`src/rtl/mem_ctrl_if.sv`:
```
// -----------------------------------------------------------------------------
// mem_ctrl_if
// Bundles every signal between the memory controller and its neighbours:
//   IF client   : if_rw, if_addr, if_cancel -> if_data, if_status
//   MEM client  : mem_req, mem_we, mem_len, mem_addr, mem_wdata
//                 -> mem_rdata, mem_status
//   I-cache fill: icache_we, icache_addr, icache_data (controller drives)
//   RAM bus     : ram_a, ram_wr, ram_dout (controller drives), ram_din
// Modport slave is the controller's view; master is the view of the
// pipeline/RAM side that surrounds it.
// -----------------------------------------------------------------------------
interface mem_ctrl_if #(
  parameter int ADDR_W = 32,
  parameter int DATA_W = 32
);
  logic              if_rw;
  logic [ADDR_W-1:0] if_addr;
  logic              if_cancel;
  logic [DATA_W-1:0] if_data;
  logic [1:0]        if_status;

  logic              mem_req;
  logic              mem_we;
  logic [2:0]        mem_len;
  logic [ADDR_W-1:0] mem_addr;
  logic [DATA_W-1:0] mem_wdata;
  logic [DATA_W-1:0] mem_rdata;
  logic [1:0]        mem_status;

  logic              icache_we;
  logic [ADDR_W-1:0] icache_addr;
  logic [DATA_W-1:0] icache_data;

  logic [ADDR_W-1:0] ram_a;
  logic              ram_wr;
  logic [7:0]        ram_dout;
  logic [7:0]        ram_din;

  modport slave (
    input  if_rw, if_addr, if_cancel,
    output if_data, if_status,
    input  mem_req, mem_we, mem_len, mem_addr, mem_wdata,
    output mem_rdata, mem_status,
    output icache_we, icache_addr, icache_data,
    output ram_a, ram_wr, ram_dout,
    input  ram_din
  );

  modport master (
    output if_rw, if_addr, if_cancel,
    input  if_data, if_status,
    output mem_req, mem_we, mem_len, mem_addr, mem_wdata,
    input  mem_rdata, mem_status,
    input  icache_we, icache_addr, icache_data,
    input  ram_a, ram_wr, ram_dout,
    output ram_din
  );
endinterface

```
`src/rtl/mem_ctrl.sv`:
```
// -----------------------------------------------------------------------------
// mem_ctrl
// Memory-side responder for the IF fetch port and the MEM load/store port.
// Each access is serialised into byte transactions on a single-port RAM whose
// read data (ram_din) arrives one cycle after the address. Words are
// assembled/split little-endian; loads of 1 or 2 bytes are zero-extended.
// MEM requests win over IF requests when both are pending in IDLE.
// Ports:
//   clk  - system clock
//   rst  - synchronous active-high reset
//   bus  - mem_ctrl_if.slave (client ports, I-cache fill, RAM bus)
// -----------------------------------------------------------------------------
module mem_ctrl #(
  parameter int         ADDR_W    = 32,
  parameter int         DATA_W    = 32,
  parameter logic [1:0] STAT_IDLE = 2'b00,
  parameter logic [1:0] STAT_BUSY = 2'b01,
  parameter logic [1:0] STAT_DONE = 2'b10
) (
  input  logic       clk,
  input  logic       rst,
  mem_ctrl_if.slave  bus
);

  typedef enum logic [2:0] {S_IDLE, S_RD, S_RD_TAIL, S_WR, S_RESP} state_t;
  typedef enum logic {CL_MEM, CL_IF} client_t;

  state_t            state_q, state_d;
  client_t           client_q, client_d;
  logic [ADDR_W-1:0] addr_q, addr_d;
  logic [DATA_W-1:0] wdata_q, wdata_d;
  logic [1:0]        last_q, last_d;      // index of the final byte (length-1)
  logic [1:0]        cnt_q, cnt_d;        // index of the byte whose address is on ram_a
  logic              cancel_q, cancel_d;
  logic [DATA_W-1:0] shift_q, shift_d;    // read bytes enter at the top, shift down
  logic [DATA_W-1:0] if_data_q, if_data_d;
  logic [DATA_W-1:0] mem_rdata_q, mem_rdata_d;
  logic [ADDR_W-1:0] icache_addr_q, icache_addr_d;
  logic [ADDR_W-1:0] ram_a_q, ram_a_d;
  logic              ram_wr_q, ram_wr_d;
  logic [7:0]        ram_dout_q, ram_dout_d;

  logic [1:0]        cnt_inc;
  logic [1:0]        req_last;
  logic [DATA_W-1:0] shift_in;
  logic [DATA_W-1:0] rd_word;
  logic [1:0]        act_status;

  // Unsupported lengths fall back to a full word.
  always_comb begin
    case (bus.mem_len)
      3'd1:    req_last = 2'd0;
      3'd2:    req_last = 2'd1;
      default: req_last = 2'd3;
    endcase
  end

  assign cnt_inc  = cnt_q + 2'd1;
  assign shift_in = {bus.ram_din, shift_q[DATA_W-1:8]};
  // After L captures the bytes occupy the top L lanes; shifting them down by
  // (4-L) bytes aligns byte 0 to bit 0 and zero-fills the upper lanes.
  assign rd_word  = shift_in >> {2'd3 - last_q, 3'b000};

  // NOTE: every signal gets a default before the case, so no path can leave a
  // value unassigned and infer a latch.
  always_comb begin
    state_d       = state_q;
    client_d      = client_q;
    addr_d        = addr_q;
    wdata_d       = wdata_q;
    last_d        = last_q;
    cnt_d         = cnt_q;
    cancel_d      = cancel_q;
    shift_d       = shift_q;
    if_data_d     = if_data_q;
    mem_rdata_d   = mem_rdata_q;
    icache_addr_d = icache_addr_q;
    ram_a_d       = ram_a_q;
    ram_wr_d      = 1'b0;
    ram_dout_d    = ram_dout_q;

    case (state_q)
      S_IDLE: begin
        if (bus.mem_req) begin
          client_d = CL_MEM;
          addr_d   = bus.mem_addr;
          wdata_d  = bus.mem_wdata;
          last_d   = req_last;
          cnt_d    = 2'd0;
          cancel_d = 1'b0;
          ram_a_d  = bus.mem_addr;
          if (bus.mem_we) begin
            state_d    = S_WR;
            ram_wr_d   = 1'b1;
            ram_dout_d = bus.mem_wdata[7:0];
          end else begin
            state_d = S_RD;
          end
        end else if (bus.if_rw && !bus.if_cancel) begin
          client_d = CL_IF;
          addr_d   = bus.if_addr;
          last_d   = 2'd3;
          cnt_d    = 2'd0;
          cancel_d = 1'b0;
          ram_a_d  = bus.if_addr;
          state_d  = S_RD;
        end
      end

      S_RD: begin
        // Data for the previous address is on ram_din now.
        if (cnt_q != 2'd0) shift_d = shift_in;
        if (client_q == CL_IF && bus.if_cancel) cancel_d = 1'b1;
        if (cnt_q == last_q) begin
          state_d = S_RD_TAIL;
        end else begin
          cnt_d   = cnt_inc;
          ram_a_d = addr_q + ADDR_W'(cnt_inc);
        end
      end

      S_RD_TAIL: begin
        shift_d = shift_in;
        if (client_q == CL_MEM) begin
          mem_rdata_d = rd_word;
          state_d     = S_RESP;
        end else if (cancel_q || bus.if_cancel) begin
          // Bus sequence is finished; the fetch result is simply discarded.
          state_d = S_IDLE;
        end else begin
          if_data_d     = rd_word;
          icache_addr_d = addr_q;
          state_d       = S_RESP;
        end
      end

      S_WR: begin
        if (cnt_q == last_q) begin
          state_d = S_RESP;
        end else begin
          cnt_d      = cnt_inc;
          ram_a_d    = addr_q + ADDR_W'(cnt_inc);
          ram_wr_d   = 1'b1;
          ram_dout_d = wdata_q[{cnt_inc, 3'b000} +: 8];
        end
      end

      S_RESP:  state_d = S_IDLE;
      default: state_d = S_IDLE;
    endcase
  end

  // NOTE: sequential state uses non-blocking assignments so every flop samples
  // the pre-edge value of its _d input regardless of statement order.
  always_ff @(posedge clk) begin
    if (rst) begin
      state_q       <= S_IDLE;
      client_q      <= CL_MEM;
      addr_q        <= '0;
      wdata_q       <= '0;
      last_q        <= '0;
      cnt_q         <= '0;
      cancel_q      <= 1'b0;
      shift_q       <= '0;
      if_data_q     <= '0;
      mem_rdata_q   <= '0;
      icache_addr_q <= '0;
      ram_a_q       <= '0;
      ram_wr_q      <= 1'b0;
      ram_dout_q    <= '0;
    end else begin
      state_q       <= state_d;
      client_q      <= client_d;
      addr_q        <= addr_d;
      wdata_q       <= wdata_d;
      last_q        <= last_d;
      cnt_q         <= cnt_d;
      cancel_q      <= cancel_d;
      shift_q       <= shift_d;
      if_data_q     <= if_data_d;
      mem_rdata_q   <= mem_rdata_d;
      icache_addr_q <= icache_addr_d;
      ram_a_q       <= ram_a_d;
      ram_wr_q      <= ram_wr_d;
      ram_dout_q    <= ram_dout_d;
    end
  end

  always_comb begin
    act_status = STAT_IDLE;
    case (state_q)
      S_RD, S_RD_TAIL, S_WR: act_status = STAT_BUSY;
      S_RESP:                act_status = STAT_DONE;
      default:               act_status = STAT_IDLE;
    endcase
  end

  assign bus.if_status   = (client_q == CL_IF)  ? act_status : STAT_IDLE;
  assign bus.mem_status  = (client_q == CL_MEM) ? act_status : STAT_IDLE;
  assign bus.if_data     = if_data_q;
  assign bus.mem_rdata   = mem_rdata_q;
  assign bus.icache_we   = (state_q == S_RESP) && (client_q == CL_IF);
  assign bus.icache_addr = icache_addr_q;
  assign bus.icache_data = if_data_q;
  assign bus.ram_a       = ram_a_q;
  assign bus.ram_wr      = ram_wr_q;
  assign bus.ram_dout    = ram_dout_q;

endmodule

```
`src/flat_wrapper.sv`:
```
// flat-port wrapper written by rule: the top's interface ports become plain ports
module mem_ctrl_flat 
#(
  parameter int         ADDR_W    = 32,
  parameter int         DATA_W    = 32,
  parameter logic [1:0] STAT_IDLE = 2'b00,
  parameter logic [1:0] STAT_BUSY = 2'b01,
  parameter logic [1:0] STAT_DONE = 2'b10
)
  (clk, rst, bus_if_rw, bus_if_addr, bus_if_cancel, bus_if_data, bus_if_status, bus_mem_req, bus_mem_we, bus_mem_len, bus_mem_addr, bus_mem_wdata, bus_mem_rdata, bus_mem_status, bus_icache_we, bus_icache_addr, bus_icache_data, bus_ram_a, bus_ram_wr, bus_ram_dout, bus_ram_din);
  mem_ctrl_if #(.ADDR_W(ADDR_W), .DATA_W(DATA_W)) bus_i ();
  input  logic clk;
  input  logic rst;
  input wire logic [$bits(bus_i.if_rw)-1:0] bus_if_rw;
  input wire logic [$bits(bus_i.if_addr)-1:0] bus_if_addr;
  input wire logic [$bits(bus_i.if_cancel)-1:0] bus_if_cancel;
  output wire logic [$bits(bus_i.if_data)-1:0] bus_if_data;
  output wire logic [$bits(bus_i.if_status)-1:0] bus_if_status;
  input wire logic [$bits(bus_i.mem_req)-1:0] bus_mem_req;
  input wire logic [$bits(bus_i.mem_we)-1:0] bus_mem_we;
  input wire logic [$bits(bus_i.mem_len)-1:0] bus_mem_len;
  input wire logic [$bits(bus_i.mem_addr)-1:0] bus_mem_addr;
  input wire logic [$bits(bus_i.mem_wdata)-1:0] bus_mem_wdata;
  output wire logic [$bits(bus_i.mem_rdata)-1:0] bus_mem_rdata;
  output wire logic [$bits(bus_i.mem_status)-1:0] bus_mem_status;
  output wire logic [$bits(bus_i.icache_we)-1:0] bus_icache_we;
  output wire logic [$bits(bus_i.icache_addr)-1:0] bus_icache_addr;
  output wire logic [$bits(bus_i.icache_data)-1:0] bus_icache_data;
  output wire logic [$bits(bus_i.ram_a)-1:0] bus_ram_a;
  output wire logic [$bits(bus_i.ram_wr)-1:0] bus_ram_wr;
  output wire logic [$bits(bus_i.ram_dout)-1:0] bus_ram_dout;
  input wire logic [$bits(bus_i.ram_din)-1:0] bus_ram_din;
  assign bus_i.if_rw = bus_if_rw;
  assign bus_i.if_addr = bus_if_addr;
  assign bus_i.if_cancel = bus_if_cancel;
  assign bus_if_data = bus_i.if_data;
  assign bus_if_status = bus_i.if_status;
  assign bus_i.mem_req = bus_mem_req;
  assign bus_i.mem_we = bus_mem_we;
  assign bus_i.mem_len = bus_mem_len;
  assign bus_i.mem_addr = bus_mem_addr;
  assign bus_i.mem_wdata = bus_mem_wdata;
  assign bus_mem_rdata = bus_i.mem_rdata;
  assign bus_mem_status = bus_i.mem_status;
  assign bus_icache_we = bus_i.icache_we;
  assign bus_icache_addr = bus_i.icache_addr;
  assign bus_icache_data = bus_i.icache_data;
  assign bus_ram_a = bus_i.ram_a;
  assign bus_ram_wr = bus_i.ram_wr;
  assign bus_ram_dout = bus_i.ram_dout;
  assign bus_i.ram_din = bus_ram_din;
  mem_ctrl #(.ADDR_W(ADDR_W), .DATA_W(DATA_W), .STAT_IDLE(STAT_IDLE), .STAT_BUSY(STAT_BUSY), .STAT_DONE(STAT_DONE)) u_core (.clk(clk), .rst(rst), .bus(bus_i));
endmodule
```
`config.mk`:
```
export PLATFORM = sky130hd
export DESIGN_NAME = mem_ctrl_flat
export DESIGN_NICKNAME = d
export VERILOG_FILES = /design/src/rtl/mem_ctrl_if.sv /design/src/rtl/mem_ctrl.sv /design/src/flat_wrapper.sv
export SDC_FILE = /design/constraint.sdc
export NUM_CORES = 1
export LEC_CHECK = 0
export CORE_MARGIN = 4
export CORE_UTILIZATION = 49
export DETAILED_ROUTE_END_ITERATION = 12
export PLACE_DENSITY_LB_ADDON = 0.3
export REMOVE_ABC_BUFFERS = 1
export SYNTH_ARGS = -nofsm -noshare
export SYNTH_HDL_FRONTEND = slang
export SYNTH_SLANG_ARGS = --single-unit
```
`constraint.sdc`:
```
create_clock -name clk -period 3.9 [get_ports clk]
set_input_delay 1.17 -clock clk [delete_from_list [all_inputs] [get_ports clk]]
set_output_delay 1.17 -clock clk [all_outputs]
set_load 0.01 [all_outputs]
```
==> flow_summary.toml <==
[placement]
place_hpwl_mm = 20.8
io_buffers = 286
place_congestion = 0.883
dp_cells = 1714

[routing]
dr_total_vias = 9688
vias_per_cell = 5.52
drc = 0
dr.first_iter.drc_count = 530
drtPass1Iterations = 5
ant_nets = 0
wirelength_mm = 30.6
routedWlPerCell_um = 17.4

[setup_path]
arrival_ns = 2.11
crit_path_max_fanout = 10
crit_end = "bus_if_status[0]"
r2r-start = "u_core.state_q[2]"
crit_start = "u_core.state_q[0]"
required_ns = 2.73
rr_worst_depth = 5
r2r_end = "u_core.bus.ram_a[17]"
path_class = "flip-flop to output pin"
slowest_delay_ns = 0.59
crit_chain = "nor2_1 -> nor3b_1 -> clkdlybuf4s50_1"
cp-start-kind = "flip-flop"
worst_setup_path_end_kind = "output pin"
reg2reg_slack_ns = 0.96
cpMaxStageDelayCell = "dfxtp_1"

[finish]
antenna_cells = 0
nets = 1583
area_growth_pct = 31.6
drive_gt1_frac = 0.0648
instances_no_fill = 1756
n_fill_cell = 1814

[timing]
finalCritPeriodShare = 0.840
fin_setup_tns_ns = 0
period_needed_ns = 3.28
fmax_mhz = 305
finalHoldViolCount = 0
skew_ns = 0.0190
slew_violations = 0
tightest_slew_ns = 1.34
setup_violations = 0
rsz0062_at_grt = "false"
slew_headroom = 0.104

[logic_synthesis]
synthTopCellsByArea = "dfxtp_1, nand2_1, a21oi_1"
synth_ff_type = "dfxtp_1"
async_flop_share = 0
synth_cell_types = 56
synth_most_common_cell = "nand2_1"
synth_top_area_frac = 0.438
synth.avg_cell_area_um2 = 8.39
ys_warn_count = 0
synth-edff-count = 0
postSynthCellCount = 1274
yosysTopAreaCell = "dfxtp_1"
yosysSeqAreaShare = 0.438
synth_area_um2 = 10700
ys_top_cells_by_count = "nand2_1, dfxtp_1, a21oi_1"
ys_seq_elements = 234

[floorplanning]
row_count = 53
core_um2 = 21200
die_w_um = 156
pin_count = 287
fp.dieArea_um2 = 24200
start_util = 0.504
die_h_um = 156

[global_routing]
overflow = 0
grt_use_total = 0.240
grt_pass1_vias = 9498
grt_pass1_wl_mm = 48.5
grt_max_degree = 116
antenna_found_initial = 0

[power_and_ir_drop]
vdd_drop_max_uv = 275
p_leak_nw = 4.94
power.density_nw_per_um2 = 476

[run_status]
status = "complete, no violations"

[clock_tree]
clock_sinks = 234
path_clk_slew_ns = 0.06
cts_tree = "done"
cts_buffer_depth = 3
cts_root_buffer = "clkbuf_16"
clk_latency_ns = 0.52
numCtsBuffers = 25
htree_levels = 1
cts_resized = 0
cts_setup_buffers = 0
cts_hold_buf = 0

[worst_hold_path]
hold_class = "flip-flop to flip-flop"

[flow_run]
maxCapViolCount = 0
## power by group
part / total (mW) / internal [mW] / switching, mW
combinational: 1.55 / 0.682 / 0.865
sequential: 2.83 / 2.61 / 0.213
clock: 2.32 / 1.37 / 0.948
total: 6.69 / 4.66 / 2.03
## metal layers
layer	part of all wire	up-vias	GRT usage
li1	-	4750	-
met1	0.42	4572	0.308
met2	0.49	315	0.411
met3	0.071	51	0.0499
met4	0.021	0	0.0713
met5	0	-	0
## worst min-delay path by stage
stage                                          start  depth (start not counted)  slack (ns)                    endpoint
after floorplan                    u_core.wdata_q[0]                          2        0.43           u_core.wdata_q[0]
after global placement          u_core.bus.ram_a[14]                          2        0.44        u_core.bus.ram_a[14]
after detailed placement  u_core.bus.icache_addr[19]                          2        0.45  u_core.bus.icache_addr[19]
after CTS                 u_core.bus.icache_addr[30]                          2        0.46  u_core.bus.icache_addr[30]
after global routing        u_core.bus.mem_rdata[18]                          2        0.47    u_core.bus.mem_rdata[18]
final                             u_core.wdata_q[21]                          2        0.45          u_core.wdata_q[21]
## through the flow
stage / worst slack (ns) / hold slack [ns] / util / cell area (um^2) / power [mW]
2_1_floorplan: 0.330 / 0.427 / - / 9880 / 3.68
3_3_place_gp: 0.356 / 0.439 / 0.626 / 13300 / 4.37
3_5_place_dp: 0.354 / 0.445 / 0.626 / 13300 / 4.40
4_1_cts: 0.606 / 0.455 / 0.663 / 14100 / 6.72
5_1_grt: 0.528 / 0.471 / 0.663 / 14100 / 7.00
6_report: 0.622 / 0.453 / 0.663 / 14100 / 6.69
## placed cells by master, fill, tap and decap left out, drive strengths merged, types with 5 or more instances in the layout
cell / instances
mux2: 13
nand2: 272
buf: 22
clkdlybuf4s50: 284
a311oi: 9
mux4: 8
and4: 9
nand3: 44
clkbuf: 34
xnor2: 9
nor2: 98
o22ai: 6
dfxtp: 234
and3: 8
xor2: 17
nor3: 12
o21ai: 9
a211oi: 43
o211ai: 13
nor2b: 13
a21oi: 156
mux2i: 74
and2: 7
a21boi: 5
nor4: 9
nand4: 16
a22oi: 9
inv: 8
## sequential cells by signal (all words and copies together), names as in the netlist
name                    flops
u_core.bus.icache_data     32
u_core.bus.icache_addr     32
u_core.bus.ram_wr           1
u_core.bus.mem_rdata       32
u_core.last_q               2
u_core.bus.ram_a           32
u_core.wdata_q             32
u_core.cancel_q             1
u_core.state_q              3
u_core.client_q             1
u_core.bus.ram_dout         8
u_core.addr_q              32
u_core.shift_q             24
u_core.cnt_q                2
## cell type report
type                    instances  area (um^2)  share of cell area
multi-input cells             893         5200               0.370
flip-flops and latches        234         4680               0.333
repair buffers                306         3020               0.215
clock buffers                  34          689              0.0490
well taps                     275          344              0.0245
clock inverters                 8          104             0.00738
inverters                       6         22.5             0.00160
## cells by family after synthesis
logic type | after synthesis | synth area share
multiplexers | 95 | 0.0998
buffers and inverters | 147 | 0.0776
adder cells (fa/ha/maj) | 4 | 0.00538
AND/OR/NAND/NOR | 501 | 0.206
XOR/XNOR | 26 | 0.0213
AO/OA/AOI/OAI | 267 | 0.152
flip-flops | 234 | 0.438
## worst max-delay path: cells and delay by family, from the launching register on
family / cells / cell delay (ns)
simple gates: 2 / 0.42
flops: 1 / 0.59
buf+inv: 1 / 0.57
Note: power is estimated with default switching activity, not from simulation.
